### src/rtl/gray_step_sched_if.sv
// Bundle between the step scheduler, its two requesters and the shared gray counter.
interface gray_step_sched_if #(
  parameter int unsigned STEP_W = 4,
  parameter int unsigned WRAP_W = 8
);
  logic              Req0;
  logic [STEP_W-1:0] Steps0;
  logic              Done0;
  logic              Req1;
  logic [STEP_W-1:0] Steps1;
  logic              Done1;
  logic              Clear;
  logic              CntEn;
  logic              CntReset;
  logic              CntOverflow;
  logic              Busy;
  logic              Owner;
  logic [WRAP_W-1:0] Wraps;

  modport slave (
    input  Req0, Steps0, Req1, Steps1, Clear, CntOverflow,
    output Done0, Done1, CntEn, CntReset, Busy, Owner, Wraps
  );

  modport master (
    output Req0, Steps0, Req1, Steps1, Clear, CntOverflow,
    input  Done0, Done1, CntEn, CntReset, Busy, Owner, Wraps
  );
endinterface

### src/rtl/gray_step_sched.sv
// Round-robin scheduler sharing one gray counter between two requesters;
// drives En for exactly the granted step count and counts counter wrap events.
module gray_step_sched #(
  parameter int unsigned STEP_W = 4,
  parameter int unsigned WRAP_W = 8
) (
  input  logic                 Clk,
  input  logic                 Reset,
  gray_step_sched_if.slave     bus
);

  typedef enum logic [1:0] {IDLE, RUN, DONE, CLR} state_t;

  state_t            state_q, state_d;
  logic [STEP_W-1:0] remaining_q, remaining_d;
  logic              owner_q, owner_d;
  logic              last_owner_q, last_owner_d;
  logic              ov_prev_q, ov_prev_d;
  logic [WRAP_W-1:0] wraps_q, wraps_d;

  logic              winner;
  logic [STEP_W-1:0] winner_steps;

  always_comb begin
    state_d      = state_q;
    remaining_d  = remaining_q;
    owner_d      = owner_q;
    last_owner_d = last_owner_q;
    // Tie goes to whichever requester did not own the previous job.
    winner       = (bus.Req0 && bus.Req1) ? ~last_owner_q : bus.Req1;
    winner_steps = winner ? bus.Steps1 : bus.Steps0;

    unique case (state_q)
      IDLE: begin
        if (bus.Clear) begin
          state_d = CLR;
        end else if (bus.Req0 || bus.Req1) begin
          owner_d      = winner;
          last_owner_d = winner;
          remaining_d  = winner_steps;
          state_d      = (winner_steps != '0) ? RUN : DONE;
        end
      end
      RUN: begin
        remaining_d = remaining_q - STEP_W'(1);
        if (remaining_q == STEP_W'(1)) begin
          state_d = DONE;
        end
      end
      DONE:    state_d = IDLE;
      CLR:     state_d = IDLE;
      default: state_d = IDLE;
    endcase

    if (state_q == CLR) begin
      ov_prev_d = 1'b0;
      wraps_d   = '0;
    end else begin
      ov_prev_d = bus.CntOverflow;
      wraps_d   = wraps_q;
      if (bus.CntOverflow && !ov_prev_q && (wraps_q != '1)) begin
        wraps_d = wraps_q + WRAP_W'(1);
      end
    end
  end

  always_ff @(posedge Clk or posedge Reset) begin
    if (Reset) begin
      state_q      <= IDLE;
      remaining_q  <= '0;
      owner_q      <= 1'b0;
      last_owner_q <= 1'b1;
      ov_prev_q    <= 1'b0;
      wraps_q      <= '0;
    end else begin
      state_q      <= state_d;
      remaining_q  <= remaining_d;
      owner_q      <= owner_d;
      last_owner_q <= last_owner_d;
      ov_prev_q    <= ov_prev_d;
      wraps_q      <= wraps_d;
    end
  end

  // Counter reset follows Reset combinationally so the counter clears on the next edge.
  assign bus.CntEn    = (state_q == RUN);
  assign bus.CntReset = (state_q == CLR) || Reset;
  assign bus.Done0    = (state_q == DONE) && !owner_q;
  assign bus.Done1    = (state_q == DONE) && owner_q;
  assign bus.Busy     = (state_q != IDLE);
  assign bus.Owner    = owner_q;
  assign bus.Wraps    = wraps_q;

endmodule

### src/flat_wrapper.sv
// flat-port wrapper written by rule: the top's interface ports become plain ports
module gray_step_sched_flat 
#(
  parameter int unsigned STEP_W = 4,
  parameter int unsigned WRAP_W = 8
)
  (Clk, Reset, bus_Req0, bus_Steps0, bus_Req1, bus_Steps1, bus_Clear, bus_CntOverflow, bus_Done0, bus_Done1, bus_CntEn, bus_CntReset, bus_Busy, bus_Owner, bus_Wraps);
  gray_step_sched_if #(.STEP_W(STEP_W), .WRAP_W(WRAP_W)) bus_i ();
  input  logic Clk;
  input  logic Reset;
  input wire logic [$bits(bus_i.Req0)-1:0] bus_Req0;
  input wire logic [$bits(bus_i.Steps0)-1:0] bus_Steps0;
  input wire logic [$bits(bus_i.Req1)-1:0] bus_Req1;
  input wire logic [$bits(bus_i.Steps1)-1:0] bus_Steps1;
  input wire logic [$bits(bus_i.Clear)-1:0] bus_Clear;
  input wire logic [$bits(bus_i.CntOverflow)-1:0] bus_CntOverflow;
  output wire logic [$bits(bus_i.Done0)-1:0] bus_Done0;
  output wire logic [$bits(bus_i.Done1)-1:0] bus_Done1;
  output wire logic [$bits(bus_i.CntEn)-1:0] bus_CntEn;
  output wire logic [$bits(bus_i.CntReset)-1:0] bus_CntReset;
  output wire logic [$bits(bus_i.Busy)-1:0] bus_Busy;
  output wire logic [$bits(bus_i.Owner)-1:0] bus_Owner;
  output wire logic [$bits(bus_i.Wraps)-1:0] bus_Wraps;
  assign bus_i.Req0 = bus_Req0;
  assign bus_i.Steps0 = bus_Steps0;
  assign bus_i.Req1 = bus_Req1;
  assign bus_i.Steps1 = bus_Steps1;
  assign bus_i.Clear = bus_Clear;
  assign bus_i.CntOverflow = bus_CntOverflow;
  assign bus_Done0 = bus_i.Done0;
  assign bus_Done1 = bus_i.Done1;
  assign bus_CntEn = bus_i.CntEn;
  assign bus_CntReset = bus_i.CntReset;
  assign bus_Busy = bus_i.Busy;
  assign bus_Owner = bus_i.Owner;
  assign bus_Wraps = bus_i.Wraps;
  gray_step_sched #(.STEP_W(STEP_W), .WRAP_W(WRAP_W)) u_core (.Clk(Clk), .Reset(Reset), .bus(bus_i));
endmodule
### config.mk
export PLATFORM = sky130hd
export DESIGN_NAME = gray_step_sched_flat
export DESIGN_NICKNAME = d
export VERILOG_FILES = /design/src/rtl/gray_step_sched_if.sv /design/src/rtl/gray_step_sched.sv /design/src/flat_wrapper.sv
export SDC_FILE = /design/constraint.sdc
export NUM_CORES = 1
export LEC_CHECK = 0
export CAP_MARGIN = 20
export CORE_MARGIN = 1.5
export CORE_UTILIZATION = 47
export DETAILED_ROUTE_END_ITERATION = 8
export HOLD_SLACK_MARGIN = 0.03
export PLACE_DENSITY_LB_ADDON = 0.08
export SYNTH_ARGS = -nofsm -noshare
export SYNTH_HDL_FRONTEND = slang
export SYNTH_SLANG_ARGS = --single-unit
### constraint.sdc
create_clock -name Clk -period 2.12 [get_ports Clk]
set_clock_uncertainty 0.2 [all_clocks]
set_input_delay 0.424 -clock Clk [delete_from_list [all_inputs] [get_ports Clk]]
set_output_delay 0.424 -clock Clk [all_outputs]
set_load 0.05 [all_outputs]
==> metrics list, run 1 <==
* Bufs on Longest Clock Path: 2
* ANT cells: 0
* Most common cell after layout, fill and taps aside: buf_4
- For this run, asynchronously set or reset flops after synthesis account for 100%.
* Tcrit/Tclk final: 96.1%
- Detailed Place HPWL: between 1500 and 2000 µm
- Weighted congestion at the end of routability-driven global placement: 0.821
- Maximum VDD drop: 0.000933 V
- For this run, design rule violations remaining after detail routing come to 0.
- Buffers inserted by post-CTS timing repair: 0
- Biggest cell delay along the critical path: 0.49 ns
- In this run the remaining antenna-violating nets after routing total 0.
- Cell variety after synth: 43
* Number of enable flip-flop cells after synthesis: 0
- Setup violations remaining at the end of the flow were counted as 0.
* Vias per cell: 5.64
- Cells after synthesis: 102
* Number of DRC markers after the initial detailed-route iteration: 7
* Clk pin slew, worst setup/hold paths: 0.11 ns
* Synthesis-stage register bit count: 17
- Buf+Inv Stages, Crit Path: 1
- Endpoint type of the worst setup path: primary output
* Worst hold-check path type: input pin to asynchronous set/reset pin
- The Yosys step of the flow raised 0 warnings.
* Max Slew Vio Count: 0
- The worst pin sits at a relative slew slack of 74.3%.
* Maximum net fanout on the critical path: 9
- Combinational logic is responsible for 53.7% of the overall power.
- Site row count: 16
- Setup CP Type: flop to primary output
* Total clock buffers created by CTS: 3
* Slowest cell on the critical path: dfrtp_2
- The final layout contains 154 nets.
- The die covers roughly 2400 µm².
- During placement, the flow inserted port buffers numbering 27.
- Cell area after synthesis: 1010 µm²
* Final Routed Wirelength: 2020 µm
* NetSw: 762 µW
- Sw Ratio: 46.3%
* Worst slew pin tran: 0.382 ns
- Antenna violations before repair: 0
* Most instantiated flip-flop cell in the synthesis netlist: dfrtp_1
- For the worst-skew pair, the clock arrives at the later sink with an insertion delay of 0.29 ns.
- Number of clock sinks: 17
- Residual overflow from global routing: 0
- 1st-pass router iterations: 3
- A synthesized cell averages just under 10 µm².
- In the global route stage, overall resource usage came out at 19.2%.
- Post-synthesis net count: ~120
- The kind of cell with the highest combined delay along the critical path is flip-flops.
- The hold violation count in the final report came to 0.
- Entering global routing, the biggest net connects 18 pins.
* Clock tree from TritonCTS: built
* CP Launch Type: flop
- Sequential Power Share: 35.7%
* Via count of the first global-routing pass: 873
- Critical path data arrival time: between 1 and 1.5 ns
- Max Cap Violations: 0
- Area grow syn2layout: 36.7%
- Setup repair after global routing left no endpoint under its margin.
- Most frequent cells in the layout: buf_4, dfrtp_1, clkdlybuf4s50_1, nor2_1, inv_1
- The critical path goes through and2_1 > or2_2 > buf_4.
- Setup tns final: 0 ns
- Once layout is complete, the utilization of the core stands at 69.4%.
- WP data required: approximately 1.5 ns
* Cell Pwr Density: 1200 nW/µm²
* Placeable Area: 1980 µm²
- Starting utilization of the core area: 50.8%
- Number of vias in the routed layout: slightly above 900
- The run finished with clean final reports.
- Root cell of the clock tree: clkbuf_4
- The worst path needs 2.04 ns of the cycle, external delays included.
- Derived from the worst setup path, the maximum achievable clock frequency is 491 MHz.
- Width of the die: just under 50 µm
- Relative contribution of the clock network to total power: 10.5%
- The die is 49.3 µm tall.
- After synthesis, flip-flops and latches occupy a little over two fifths of the total area.
- Number of top-level pins: 28
* Leakage power: 0.602 nW
* Routed wire length per instance: about 12 µm
- Share of post-route cells with drive strength above 1: about a quarter
* Internal power of the cells: 883 µW
* Global-route wire length before repair: ~3600 µm
* H-tree Lvls: 1
==> layout make-up <==
type / count / area [µm²]
clock buffers: 3 / 22.5
flip-flops and latches: 17 / 428
fillers: 155 / 607
multi-input cells: 77 / 553
well taps: 27 / 33.8
clock inverters: 1 / 5.00
inverters: 6 / 22.5
repair buffers: 32 / 310
==> layer usage <==
metal / track usage [%] / wire length (µm) / up-vias / share of wire [%]
li1: - / - / 451 / -
met1: 23.3 / 867 / 448 / 43
met2: 33.3 / 1060 / 19 / 52
met3: 3.68 / 76 / 2 / 3.8
met4: 7.14 / 15 / 0 / 0.74
met5: 0 / 0 / - / 0
==> per-stage QoR <==
step                      total power, mW  worst slack (ns)  std cells  hold slack (ns)  area [µm²]
after global placement               1.46             0.142        159            0.329        1350
after detailed placement             1.48             0.101        159            0.341        1350
final                                1.64            0.0827        163            0.263        1380
after global routing                 1.76           0.00285        163            0.280        1380
after floorplan                      1.18            0.0922        102            0.149        1010
after CTS                            1.66            0.0310        163            0.264        1370
==> power groups by stage <==
stage	logic [mW]	registers, mW	clock network (mW)
2_1_floorplan	0.499	0.676	0
3_3_place_gp	0.874	0.586	0
3_5_place_dp	0.889	0.589	0
4_1_cts	0.893	0.583	0.181
5_1_grt	0.962	0.606	0.195
6_report	0.884	0.588	0.173
==> worst reg2reg max path, cell delays in order, from the launching register on <==
cell	delay, ns
dfrtp_1	0.44
ha_1	0.26
nand4_1	0.16
o21ai_0	0.37
mux2i_1	0.23
nor2_1	0.05
==> sequential cells by signal (all words and copies together) (netlist names) <==
| name | count |
|---|---|
| u_core.bus.Wraps | 8 |
| u_core.remaining_q | 4 |
| u_core.state_q | 2 |
| u_core.bus.Owner | 1 |
| u_core.last_owner_q | 1 |
| u_core.ov_prev_q | 1 |
==> worst paths after layout <==
path                                     start             endpoint  slack, ns  depth (start not counted)
min                                      Reset  u_core.bus.Wraps[1]       0.26                          3
max reg2reg                u_core.bus.Wraps[0]  u_core.bus.Wraps[1]       0.32                          5
max                          u_core.state_q[0]         bus_CntReset       0.08                          3
min reg2reg                u_core.last_owner_q  u_core.last_owner_q       0.35                          2
max in group asynchronous                Reset  u_core.last_owner_q       1.20                          3
min in group Clk           u_core.last_owner_q  u_core.last_owner_q       0.35                          2
==> logic make-up after synthesis <==
logic type	count (synthesis)	synth area share (%)
muxes	6	6.47
DFF	17	42.4
adders and majority gates	3	3.73
buffers and inverters	8	3.11
AOI/OAI and AO/OA	21	16.5
xor gates and xnor gates	4	3.48
and+or+nand+nor	43	24.3
==> cell usage after synthesis (2+ instances only) <==
| cell | instances | area [µm²] |
|---|---|---|
| xnor2_1 | 2 | 17.5 |
| xor2_1 | 2 | 17.5 |
| nor2b_1 | 2 | 12.5 |
| nor2_1 | 10 | 37.5 |
| nand2_1 | 4 | 15.0 |
| nor3b_1 | 2 | 15.0 |
| dfrtp_1 | 16 | 400 |
| a211oi_1 | 4 | 30.0 |
| nand4_1 | 4 | 25.0 |
| nor3_1 | 2 | 10.0 |
| ha_1 | 3 | 37.5 |
| nor4_1 | 4 | 25.0 |
| inv_1 | 6 | 22.5 |
| a21oi_1 | 3 | 15.0 |
| mux2i_1 | 5 | 50.1 |
| nand3_1 | 3 | 15.0 |
| or2_2 | 2 | 12.5 |
| o21ai_1 | 2 | 10.0 |
| o21ai_0 | 2 | 10.0 |
==> timing repair <==
item,CTS,global route
hold endpoints to repair,0,0
resized for setup,0,1
hold buffers,0,0
endpoints found under the setup margin,0,2
(Power assumes the default switching activity.)
==> run 2: changes to the inputs <==
- CORE_MARGIN: 1.5 -> unset
- CTS_CLUSTER_SIZE: unset -> 24
==> run 2 against run 1 <==
Effect of this change: combinational power about the same; largest power group unchanged; power up 0.55%; die area shrank 4.0%.
==> metrics list, run 2 (synthesis gave the netlist of run 1 again) <==
* Max Cap Violations: 0 (unchanged)
- The combinational cell fraction of total power is 53.5% (-0.2 points).
- Traced cell by cell, the critical path runs through and2_1 > or2_2 > buf_4.
- The peak clock frequency supported by timing was 489 MHz (-0.37%).
- Clk pin slew, worst setup/hold paths: 0.10 ns (about the same)
* Root cell of the clock tree: clkbuf_4
- Placeable Area: 1980 µm² (unchanged)
- The total wire length after detailed routing came to 2050 µm (+1.9%).
- The number of fillers in the final layout was 157 (+1.3%).
- Area grow syn2layout: 36.6% (about the same)
* Relative slew slack: 75.3% (+1.0 points)
- Internal power of the cells: 886 µW (+0.33%)
* R2R Setup Slk: 0.30 ns (-0.02 ns)
- Endpoint type of the worst setup path: primary output
- The overall track demand over capacity in global routing came to 19.6% (+0.48 points).
* Critical path data arrival time: 1.42 ns (about the same)
- The number of buffers inserted by hold repair at cts was 0 (unchanged).
- The worst-skew pair later-pin latency is 0.30 ns (about the same).
- Slowest cell on the critical path: dfrtp_2
* Start of the worst register-to-register path: u_core.bus.Wraps[0]
* Site row count: 16 (unchanged)
* Most frequent cells in the layout: buf_4, dfrtp_1, clkdlybuf4s50_1, nor2_1, inv_1
- The required time at the endpoint of the critical path came to 1.50 ns (about the same).
- Clock tree from TritonCTS: built
* Port-buffer cells: 27 (unchanged)
* Instance area after placement: 1350 µm² (unchanged)
- Maximum net fanout on the critical path: 9 (unchanged)
- The library cell used most frequently in the layout, excluding fill and tap cells, is buf_4.
- The power share of the clock group was 10.9% (+0.4 points).
- The number of violations reported at the end of detailed-routing iteration 0 came to 18 (+11).
- The number of iterations in the first detailed-routing pass came to 4 (+1).
* Leakage power: 0.599 nW (-0.45%)
- The final total negative setup slack is 0 ns (unchanged).
- The number of H-tree branching levels came to 1 (unchanged).
- The worst reg2reg path depth was 5 (unchanged).
- The antenna diode count is 0 (unchanged).
* Sw Ratio: 46.4% (+0.12 points)
* Via count of the first global-routing pass: 769 (-12%)
- Capture point of the worst reg-to-reg path: u_core.bus.Wraps[1]
* Biggest cell delay along the critical path: 0.48 ns (about the same)
* DRC violation count after routing: 0 (unchanged)
- The number of sinks handled by clock tree synthesis was 17 (unchanged).
* Bufs on Longest Clock Path: 2 (unchanged)
* Worst slew pin tran: 0.367 ns (-0.0150 ns)
- Global-route wire length before repair: 3120 µm (-14%)
* Vias per cell: 5.60 (-0.76%)
- The HPWL after detailed placement came to 1580 µm (-0.32%).
- The hold violation count in the final report came to 0 (unchanged).
- The number of primary I/O pins is 28 (unchanged).
- Max Slew Vio Count: 0 (unchanged)
- The worst setup path is launched from a flop.
- The flow ran to the end, and the final reports show no timing, DRC or antenna violations.
- Residual overflow from global routing: 0 (unchanged)
- The average detailed-routed wire length per instance was 12.6 µm (+1.9%).
- The initial core utilization is 50.8% (unchanged).
- Sequential Power Share: 35.6% (about the same)
- Post-layout net count: 154 (unchanged)
* Die extent in y: 48.3 µm (-2.0%)
- The maximum number of pins on one net before global-route repair came to 18 (unchanged).
- Unrepaired setup endpoints after global routing: false
- The worst setup path is of the flop to primary output kind.
- The full die area is 2330 µm² (-4.0%).
* Tcrit/Tclk final: 96.5% (+0.36 points)
- The overall die width is 48.3 µm (-2.0%).
- The final estimated routing congestion in global placement was 0.834 (+1.6%).
- Final setup violation count: 0 (unchanged)
- Maximum VDD drop: 0.000899 V (-3.6%)
* Post-route antenna net violation count: 0 (unchanged)
- The number of buffers created by CTS came to 3 (unchanged).
- Minimum clock period after layout: 2.04 ns (+0.00753 ns)
* Flip-flop count of the largest register, all copies and words added: 8 (unchanged)
- The setup fix buffers added after clock tree synthesis came to 0 (unchanged).
* Cell Pwr Density: 1200 nW/µm² (+0.64%)
- The number of antenna violations at the first check in global routing was 0 (unchanged).
- The share of post-route cells with drive strength above 1 is 25.0% (-0.74 points).
- Worst hold-check path type: input pin to asynchronous set/reset pin
- The post-route cell area is 1370 µm² (about the same).
* NetSw: 768 µW (+0.80%)
- Number of vias in the routed layout: 913 (-0.76%)
-- run 2: per-layer routing --
layer / GRT usage, % / share of wire, % / up-vias / wire length [µm]
li1: - / - / 444 / -
met5: 0 / 0 / - / 0
met4: 11.7 / 1.9 / 0 / 38
met1: 22.8 / 41 / 433 / 832
met2: 34.4 / 53 / 32 / 1090
met3: 2.22 / 4.3 / 4 / 89
-- run 2: cell type report --
cell class	instances	area, µm²	area share (%)
multi-input cells	77	553	40.3
flip-flops and latches	17	428	31.1
repair buffers	32	310	22.6
well taps	27	33.8	2.46
clock buffers	4	26.3	1.91
inverters	6	22.5	1.64
-- run 2: through the flow --
| stage | hold WS, ns | worst slack [ns] | total power [mW] | instances | util [%] |
|---|---|---|---|---|---|
| global route | 0.316 | 0.0178 | 1.76 | 163 | 69.3 |
| CTS | 0.267 | 0.0281 | 1.66 | 163 | 69.3 |
| floorplan | 0.149 | 0.0922 | 1.18 | 102 | - |
| global placement | 0.330 | 0.138 | 1.46 | 159 | 67.9 |
| finish | 0.262 | 0.0752 | 1.65 | 163 | 69.3 |
| detailed placement | 0.337 | 0.0845 | 1.48 | 159 | 67.9 |
-- run 2: what timing repair did --
item	4_1_cts	5_1_grt
setup endpoints to repair	0	1
gates resized for setup	0	1
endpoints found under the hold margin	0	0
-- run 2: worst max-delay path: cells and delay by family, from the launching register on --
family	cells	cell delay, ns
buffers and inverters	1	0.19
flip-flops	1	0.48
AND/OR/NAND/NOR	2	0.46
-- run 2: worst max-delay path by stage --
stage	startpoint	end	slack [ns]	cells past startpoint
3_3_place_gp	bus_CntOverflow	u_core.bus.Wraps[1]	0.14	5
5_1_grt	u_core.state_q[0]	bus_CntReset	0.02	3
2_1_floorplan	u_core.bus.Wraps[0]	u_core.bus.Wraps[1]	0.09	5
3_5_place_dp	bus_CntOverflow	u_core.bus.Wraps[0]	0.08	5
6_report	u_core.state_q[0]	bus_CntReset	0.08	3
4_1_cts	u_core.state_q[0]	bus_CntReset	0.03	3
-- run 2: power by group through the flow --
stage	sequential (mW)	clock, mW	combinational, mW
final	0.589	0.180	0.884
after global routing	0.605	0.193	0.960
after CTS	0.585	0.184	0.891
after detailed placement	0.590	0	0.889
after global placement	0.585	0	0.874
after floorplan	0.676	0	0.499
